[config.mk]
export PLATFORM = sky130hd
export DESIGN_NAME = nf1g_input_arbiter
export DESIGN_NICKNAME = d
export VERILOG_FILES = /design/src/rtl/nf1g_pbs_pkg.sv /design/src/rtl/pbs_small_fifo.sv /design/src/rtl/nf1g_input_arbiter.sv
export SDC_FILE = /design/constraint.sdc
export NUM_CORES = 2
export LEC_CHECK = 0
export CORE_UTILIZATION = 35
export DETAILED_ROUTE_END_ITERATION = 16
export SETUP_SLACK_MARGIN = 0.5
export SLEW_MARGIN = 20
export SYNTH_ARGS = -nofsm -noshare
export SYNTH_HDL_FRONTEND = slang
export SYNTH_SLANG_ARGS = --single-unit
export TNS_END_PERCENT = 1
[constraint.sdc]
create_clock -name CLK -period 9 [get_ports CLK]
set_clock_uncertainty 0.1 [all_clocks]
set_input_delay 2.7 -clock CLK [delete_from_list [all_inputs] [get_ports CLK]]
set_output_delay 2.7 -clock CLK [all_outputs]
set_load 0.05 [all_outputs]
[src/rtl/nf1g_pbs_pkg.sv]
// Shared PBS definitions: ctrl encoding, arbiter FSM states and small helpers.
package nf1g_pbs_pkg;

    // Ctrl value carried by payload (non-header) words.
    localparam int unsigned PBS_CTRL_DATA = 0;

    // Arbiter FSM encoding.
    localparam logic [0:0] ST_IDLE = 1'b0;
    localparam logic [0:0] ST_FWD  = 1'b1;

    // One ctrl bit per data byte.
    function automatic int unsigned pbs_ctrl_width(input int unsigned data_width);
        return data_width / 8;
    endfunction

    // EOP is the first non-zero ctrl word that follows at least one data word.
    function automatic logic is_eop(input logic seen_data, input logic ctrl_nonzero);
        return seen_data && ctrl_nonzero;
    endfunction

endpackage

[src/rtl/pbs_small_fifo.sv]
// Small first-word-fall-through buffer with occupancy count and nearly-full flag.
module pbs_small_fifo #(
    parameter int unsigned Width     = 72,
    parameter int unsigned DepthBits = 3
) (
    input  logic                 clk_i,
    input  logic                 rst_ni,
    input  logic                 wr_en_i,
    input  logic [Width-1:0]     wdata_i,
    input  logic                 rd_en_i,
    output logic [Width-1:0]     rdata_o,
    output logic                 empty_o,
    output logic                 nearly_full_o,
    output logic [DepthBits:0]   count_o
);

    localparam int unsigned          Depth      = 1 << DepthBits;
    localparam logic [DepthBits:0]   FullCount  = (DepthBits + 1)'(Depth);
    localparam logic [DepthBits:0]   NearlyFull = (DepthBits + 1)'(Depth - 1);

    logic [Width-1:0]     mem_q [Depth];
    logic [DepthBits-1:0] wptr_q, wptr_d;
    logic [DepthBits-1:0] rptr_q, rptr_d;
    logic [DepthBits:0]   count_q, count_d;
    logic                 full;
    logic                 do_wr;
    logic                 do_rd;

    assign full    = (count_q == FullCount);
    assign empty_o = (count_q == '0);
    assign do_rd   = rd_en_i && !empty_o;
    // A write into a full buffer is dropped unless a read frees a slot in the same cycle.
    assign do_wr   = wr_en_i && (!full || do_rd);

    assign rdata_o       = mem_q[rptr_q];
    assign nearly_full_o = (count_q >= NearlyFull);
    assign count_o       = count_q;

    // Pointer and occupancy update; simultaneous read and write leave the count unchanged.
    always_comb begin
        wptr_d  = wptr_q;
        rptr_d  = rptr_q;
        count_d = count_q;
        if (do_wr) wptr_d = wptr_q + 1'b1;
        if (do_rd) rptr_d = rptr_q + 1'b1;
        case ({do_wr, do_rd})
            2'b10:   count_d = count_q + 1'b1;
            2'b01:   count_d = count_q - 1'b1;
            default: count_d = count_q;
        endcase
    end

    // Storage array; contents need no reset because the count gates visibility.
    always_ff @(posedge clk_i) begin
        if (do_wr) mem_q[wptr_q] <= wdata_i;
    end

    // Pointer and count state.
    always_ff @(posedge clk_i or negedge rst_ni) begin
        if (!rst_ni) begin
            wptr_q  <= '0;
            rptr_q  <= '0;
            count_q <= '0;
        end else begin
            wptr_q  <= wptr_d;
            rptr_q  <= rptr_d;
            count_q <= count_d;
        end
    end

endmodule

[src/rtl/nf1g_input_arbiter.sv]
// Packet-granular round-robin merge of NUM_QUEUES PBS streams into one PBS stream.
module nf1g_input_arbiter
    import nf1g_pbs_pkg::*;
#(
    parameter int unsigned C_PBS_DATA_WIDTH = 64,
    parameter int unsigned NUM_QUEUES       = 4,
    parameter int unsigned FIFO_DEPTH_BITS  = 3
) (
    input  logic                                     CLK,
    input  logic                                     RESETN,
    input  logic [NUM_QUEUES*C_PBS_DATA_WIDTH-1:0]   S_PBS_DATA,
    input  logic [NUM_QUEUES*C_PBS_DATA_WIDTH/8-1:0] S_PBS_CTRL,
    input  logic [NUM_QUEUES-1:0]                    S_PBS_WR,
    output logic [NUM_QUEUES-1:0]                    S_PBS_RDY,
    output logic [C_PBS_DATA_WIDTH-1:0]              M_PBS_DATA,
    output logic [C_PBS_DATA_WIDTH/8-1:0]            M_PBS_CTRL,
    output logic                                     M_PBS_WR,
    input  logic                                     M_PBS_RDY
);

    localparam int unsigned CtrlW = pbs_ctrl_width(C_PBS_DATA_WIDTH);
    localparam int unsigned WordW = C_PBS_DATA_WIDTH + CtrlW;
    localparam int unsigned QW    = $clog2(NUM_QUEUES);
    localparam int unsigned CntW  = FIFO_DEPTH_BITS + 1;

    logic [WordW-1:0]           head [NUM_QUEUES];
    logic [NUM_QUEUES-1:0]      empty;
    logic [NUM_QUEUES-1:0]      nearly_full;
    logic [NUM_QUEUES-1:0]      rd_en;
    logic [NUM_QUEUES*CntW-1:0] fifo_count;
    logic                       unused_count;

    logic [0:0]            state_q, state_d;
    logic [QW-1:0]         cur_q, cur_d;
    logic [QW-1:0]         rr_q, rr_d;
    logic [NUM_QUEUES-1:0] seen_q, seen_d;
    logic [QW-1:0]         pick;
    logic [QW-1:0]         cand;
    logic                  any_ready;

    logic [WordW-1:0] cur_word;
    logic [CtrlW-1:0] cur_ctrl;
    logic             cur_is_data;
    logic             cur_eop;
    logic             pop;

    logic                        m_wr_q;
    logic [C_PBS_DATA_WIDTH-1:0] m_data_q;
    logic [CtrlW-1:0]            m_ctrl_q;

    for (genvar i = 0; i < NUM_QUEUES; i++) begin : g_fifo
        pbs_small_fifo #(
            .Width     (WordW),
            .DepthBits (FIFO_DEPTH_BITS)
        ) u_fifo (
            .clk_i         (CLK),
            .rst_ni        (RESETN),
            .wr_en_i       (S_PBS_WR[i]),
            .wdata_i       ({S_PBS_CTRL[i*CtrlW +: CtrlW],
                             S_PBS_DATA[i*C_PBS_DATA_WIDTH +: C_PBS_DATA_WIDTH]}),
            .rd_en_i       (rd_en[i]),
            .rdata_o       (head[i]),
            .empty_o       (empty[i]),
            .nearly_full_o (nearly_full[i]),
            .count_o       (fifo_count[i*CntW +: CntW])
        );
    end

    assign unused_count = ^fifo_count;

    // Held low during reset; one slot of slack remains after rdy drops.
    assign S_PBS_RDY = {NUM_QUEUES{RESETN}} & ~nearly_full;

    assign cur_word    = head[cur_q];
    assign cur_ctrl    = cur_word[WordW-1 -: CtrlW];
    assign cur_is_data = (cur_ctrl == CtrlW'(PBS_CTRL_DATA));
    assign cur_eop     = is_eop(seen_q[cur_q], !cur_is_data);
    assign pop         = (state_q == ST_FWD) && M_PBS_RDY && !empty[cur_q];

    // Round-robin search starting one past the queue served last.
    always_comb begin
        pick      = rr_q;
        cand      = '0;
        any_ready = 1'b0;
        for (int unsigned k = 1; k <= NUM_QUEUES; k++) begin
            cand = QW'((32'(rr_q) + k) % NUM_QUEUES);
            if (!any_ready && !empty[cand]) begin
                pick      = cand;
                any_ready = 1'b1;
            end
        end
    end

    // Only the selected buffer is ever drained.
    always_comb begin
        rd_en        = '0;
        rd_en[cur_q] = pop;
    end

    // Packet FSM: lock onto one queue in IDLE, forward until its EOP leaves.
    always_comb begin
        state_d = state_q;
        cur_d   = cur_q;
        rr_d    = rr_q;
        seen_d  = seen_q;
        case (state_q)
            ST_IDLE: begin
                if (any_ready) begin
                    cur_d   = pick;
                    state_d = ST_FWD;
                end
            end
            ST_FWD: begin
                if (pop) begin
                    if (cur_is_data) begin
                        seen_d[cur_q] = 1'b1;
                    end else if (cur_eop) begin
                        seen_d[cur_q] = 1'b0;
                        rr_d          = cur_q;
                        state_d       = ST_IDLE;
                    end
                end
            end
            default: state_d = ST_IDLE;
        endcase
    end

    // Arbiter state.
    always_ff @(posedge CLK or negedge RESETN) begin
        if (!RESETN) begin
            state_q <= ST_IDLE;
            cur_q   <= '0;
            rr_q    <= '0;
            seen_q  <= '0;
        end else begin
            state_q <= state_d;
            cur_q   <= cur_d;
            rr_q    <= rr_d;
            seen_q  <= seen_d;
        end
    end

    // Output register: one cycle after the pop; data/ctrl hold between words.
    always_ff @(posedge CLK or negedge RESETN) begin
        if (!RESETN) begin
            m_wr_q   <= 1'b0;
            m_data_q <= '0;
            m_ctrl_q <= '0;
        end else begin
            m_wr_q <= pop;
            if (pop) begin
                m_data_q <= cur_word[C_PBS_DATA_WIDTH-1:0];
                m_ctrl_q <= cur_ctrl;
            end
        end
    end

    assign M_PBS_WR   = m_wr_q;
    assign M_PBS_DATA = m_data_q;
    assign M_PBS_CTRL = m_ctrl_q;

endmodule

After elaboration in Yosys (flattened, before gate mapping):

Memory sizes are Yosys's and may differ from the RTL's.
Index checks and enable logic that the tools add are counted.

* bits in registers: 122
* memory bits (writable): 2304
* output and inout port bits: 77
* logic and storage cells: 166
* memories kept: 4

* add/sub/neg operators: 20
* magnitude comparators: 11
* equality and inequality tests: 12
* mux-type cells: 44
* bitwise operators: 9
* reduce and logical (&&, ||, !) cells: 47

Memory list
* g_fifo[0].u_fifo.mem_q: words 8, width 72, rd ports 1, clocked after Yosys merged registers in 0, write ports 1, line pbs_small_fifo.sv:21 `logic [Width-1:0] mem_q [Depth];`
* g_fifo[1].u_fifo.mem_q: words 8, width 72, rd ports 1, clocked after Yosys merged registers in 0, write ports 1, line pbs_small_fifo.sv:21
* g_fifo[2].u_fifo.mem_q: words 8, width 72, rd ports 1, clocked after Yosys merged registers in 0, write ports 1, line pbs_small_fifo.sv:21
* g_fifo[3].u_fifo.mem_q: words 8, width 72, rd ports 1, clocked after Yosys merged registers in 0, write ports 1, line pbs_small_fifo.sv:21

Operator list (number)
* 72-bit binary-select mux with 2-bit select: 1
* 72-bit 2-to-1 mux: 2
* 4-bit case mux with 2 select lines: 4
* 3-bit by 1-bit adder with 3-bit output, second input constant: 8
* 1-bit 2-to-1 mux: 23
* 4-bit by 1-bit adder with 4-bit output, second input constant: 4
* 4-bit == test, second input constant: 4
* 4-bit by 3-bit >= comparator with 1-bit output, second input constant: 4
* 4-bit logical NOT: 4
* 4-bit by 1-bit subtractor with 4-bit output, second input constant: 4
* 1-bit logical AND: 15
* 1-bit logical NOT: 15
* 2-bit by 3-bit < comparator with 1-bit output, second input constant: 5
* 4-bit bitwise AND: 3
* 1-bit binary-select mux with 2-bit select: 6
* 2-bit nonzero test: 5
* 2-bit by 1-bit == test with 1-bit output, second input constant: 4
* 2-bit == test, second input constant: 4
* 8-bit logical NOT: 1
* 2-bit 2-to-1 mux: 4
* 4-bit 2-to-1 mux: 2
* 4-bit NOT: 2
* 2-bit by 1-bit adder with 2-bit output, second input constant: 2
* 2-bit adder, second input constant: 2
* 11 further kinds: 15

Longest topological paths before layout:

* depth after elaboration: 14
* gate-level depth with buffers: 14
* mapped depth without buffers: 13

Cells and area by module:

From an unflattened synthesis, not the netlist that was laid out.

* cell total of the unflattened synthesis: 3882
* area, all modules: 94589.5 um2

Modules (own cells, without submodules)
* pbs_small_fifo at g_fifo[0].u_fifo ...: times used 3, cells each 897, area each 22434.0 um2, sequential area each 17546.8 um2
* pbs_small_fifo at g_fifo[3].u_fifo: times used 1, cells each 897, area each 22347.7 um2, sequential area each 17546.8 um2
* nf1g_input_arbiter: times used 1, cells each 294, area each 4939.7 um2, sequential area each 2052.0 um2

Worst setup path after synthesis:

Ideal clock, no wire load.

* path kind: input port to flip-flop
* from: input M_PBS_RDY
* to: memory g_fifo[2].u_fifo.mem_q[0][0], enable pin
* library setup time: 679 ps
* data arrival time: 9987 ps
* data required time: 8221 ps
* setup slack: -1766 ps
* stages on the path: 4
* path buffers: 0
* path through: nand3_4 > nor2_4 > o21ai_4 > nor4_1

* longest elaborated chain between the ends: 8

Ends and longest elaborated chain
* start, declared: line nf1g_input_arbiter.sv:18 `input logic M_PBS_RDY`
* 1-bit logical AND (2 in series): line nf1g_input_arbiter.sv:78 `assign pop = (state_q == ST_FWD) && M_PBS_RDY && !empty[cur_q];`
* 4-bit bitwise AND (no source line)
* 1-bit logical AND: line pbs_small_fifo.sv:31 `assign do_rd = rd_en_i && !empty_o;`
* via g_fifo[2].u_fifo.do_rd: line pbs_small_fifo.sv:27 `logic do_rd;`
* 1-bit logical OR: line pbs_small_fifo.sv:33 `assign do_wr = wr_en_i && (!full || do_rd);`
* 1-bit logical AND: line pbs_small_fifo.sv:33
* 1-bit 2-to-1 mux: line pbs_small_fifo.sv:55 `if (do_wr) mem_q[wptr_q] <= wdata_i;`
* 1-bit 2-to-1 mux (implied by the code): line pbs_small_fifo.sv:55
* end, declared: line pbs_small_fifo.sv:21

The timed path passes the listed nets, and every way through them passes these cells.

Worst setup path after layout:

* from: input RESETN
* to: output S_PBS_RDY[3]

* longest elaborated chain between the ends: 1

Ends and longest elaborated chain
* start, declared: line nf1g_input_arbiter.sv:10 `input logic RESETN,`
* 4-bit bitwise AND: line nf1g_input_arbiter.sv:72 `assign S_PBS_RDY = {NUM_QUEUES{RESETN}} & ~nearly_full;`
* end, declared: line nf1g_input_arbiter.sv:14 `output logic [NUM_QUEUES-1:0] S_PBS_RDY,`

No other way between the ends.

==> impl_metrics.toml <==
[clock_network]
path_clk_slew_ps = 60
cts_sinks = 2426
cts_root_buffer = "clkbuf_16"
cts.path.max_buffers = 3
cts_buffers = 235
cts_setup_buffers = 0
cts_hold_buf = 0
h-tree-depth = 4
clk-insertion-delay-late_ps = 880
ctsResizeCount = 0
cts_tree = "built"

[logic_synthesis]
ys_top_cells_by_area = "edfxtp_1 75%, mux4_2 12%, mux2i_1 4.2%"
synth.largest_area_cell = "edfxtp_1"
ys.warnings.count = 0
syn_nets = 4598
synth_area_mm2 = 0.0928
syn_inst = 4283
avgSynthCellArea_um2 = 21.7
yosysUniqueCellTypes = 53
async_flop_share = 0.0503
yosys_register_bits = 2426
ys_top_cells_by_count = "2304 x edfxtp_1, 514 x mux4_2, 385 x mux2i_1"
seq_area_frac_synth = 0.779
synth_edf_count = 2304
synth.most_common_cell = "edfxtp_1"
yosys_most_used_dff = "edfxtp_1"
synth_top_area_frac = 0.746

[placement]
place_area_mm2 = 0.101
dp_hpwl_mm = 164
pre_cts_slack_ps = 1580
gp_congestion = 0.828
place_inst = 8021
io_buffers = 371

[route]
drc_errors = 0
drt_wl_total_mm = 252
routedWlPerCell_um = 29.8
antenna_left = 0
drtIter0Drc = 4069
num_vias = 44165
dr.pass1.iters = 5
avgViaCountPerCell = 5.21

[floorplanning]
row_count = 188
die_x_um = 517
core_mm2 = 0.263
initial_core_util = 0.353
pin_count = 372
chipHeight_um = 517
dieArea_mm2 = 0.267

[pwr]
power.total_mw = 36.5
p_leak_nw = 34.5
ir_worst_vdd_mv = 0.240
powerDensity_mw_per_mm2 = 336

[critical_path]
worst_setup_path_end_kind = "output port"
cp.required_ps = 6200
crit_path_start_kind = "input port"
cp_cell_sequence = "buf_6, inv_1, a311oi_1, clkdlybuf4s50_1"
worst-path-max-fanout = 58
cp.arrival_ps = 4570
rrSetupSlack_ps = 4160
slowest_delay_ps = 860
path_class = "in2out"
slowest_stage = "clkdlybuf4s50_1"

[sta]
relSlewSlack = 0.258
worstMarginPinSlew_ps = 1110
slew_violations = 0
tns_ps = 0
period_share = 0.819
setup_viol = 0
period_minus_slack_ps = 7370
finalHoldViolCount = 0
max_freq_ghz = 0.136
setup_slack_ps = 1630
rsz0062_at_grt = "false"
holdWs_ps = 406

[flow_run]
cap_violations = 0

[final_layout]
nets = 5059
num-fill-cells = 23024
syn2layout_area_growth_pct = 17.0
stdcell_area_mm2 = 0.109
final_cells = 8469
drive_gt1_frac = 0.199
final_util = 0.413

[global_routing]
grt_overflow = 0
grt_pass1_vias = 44728
antenna_found_initial = 110
grt.total_usage = 0.187
grt_max_degree = 100
grt_first_pass_wirelength_mm = 349

[hold_path]
hold_path_class = "reg2reg"

[outcome]
status = "finished, final reports clean"
layout by cell type, fill, tap and decap left out, drive strengths merged, types with 18 or more instances in the layout:
cell,synthesis,layout
a21oi,19,19
a22oi,65,65
buf,128,84
clkbuf,102,304
clkdlybuf4s50,0,370
clkinv,0,95
dfrtp,122,122
diode,0,20
edfxtp,2304,2304
ha,19,19
inv,12,18
mux2i,385,385
mux4,514,514
nand2,73,73
nor2,187,187
nor3,78,78
o21ai,24,24
o22ai,136,136
flip-flops by register name (all words and copies together), names as in the netlist, named ones only:
signal and count:
g_fifo.u_fifo.wptr_q 12, M_PBS_WR 1, rr_q 2, state_q 1, g_fifo.u_fifo.rptr_q 12, cur_q 2, M_PBS_CTRL 8, g_fifo.u_fifo.count_o 16
M_PBS_DATA 64, g_fifo.u_fifo.mem_q 2304
worst max-delay path, delay by kind of cell:
family | cells | cell delay (ps)
buf+inv | 3 | 1530
compound gates | 1 | 330
final cells by class:
class,count,area [um^2],share of cell area
repair buffers,454,4550,0.0420
multi-input cells,1615,19800,0.182
flip-flops and latches,2426,72300,0.666
clock inverters,123,1130,0.0104
well taps,3515,4400,0.0405
diodes,20,50.0,0.000461
inverters,12,47.5,0.000438
clock buffers,304,6250,0.0576
cell families after synthesis:
family / after synthesis / share of synthesized area
buf+inv: 242 / 0.0106
fa+ha+maj: 20 / 0.00278
simple gates: 395 / 0.0189
mux: 910 / 0.168
compound gates: 258 / 0.0184
flops: 2426 / 0.779
xor+xnor: 32 / 0.00302
report_power, final:
part,total [mW],internal (mW),switching (mW)
Sequential,15.5,14.2,1.26
Combinational,11.5,4.29,7.21
Clock,9.49,5.36,4.13
final timing paths:
path / from / endpoint / cells after the start
max in group asynchronous: RESETN / g_fifo[3].u_fifo.rptr_q[2] / 2
setup / recovery: RESETN / S_PBS_RDY[3] / 4
hold reg to reg: flop / flop / 2
hold / removal: flop / flop / 2
min in group asynchronous: RESETN / g_fifo[2].u_fifo.count_o[0] / 1
setup reg to reg: cur_q[1] / g_fifo[3].u_fifo.mem_q[4][36] / 9
routing by layer:
metal	vias to the layer above	wire length [um]	GRT usage
li1	18777	-	-
met2	1422	124000	0.310
met5	-	590	0
met1	23430	100000	0.237
met4	92	11200	0.0810
met3	444	15900	0.0416
No activity file was read; power rests on OpenSTA's default activity.
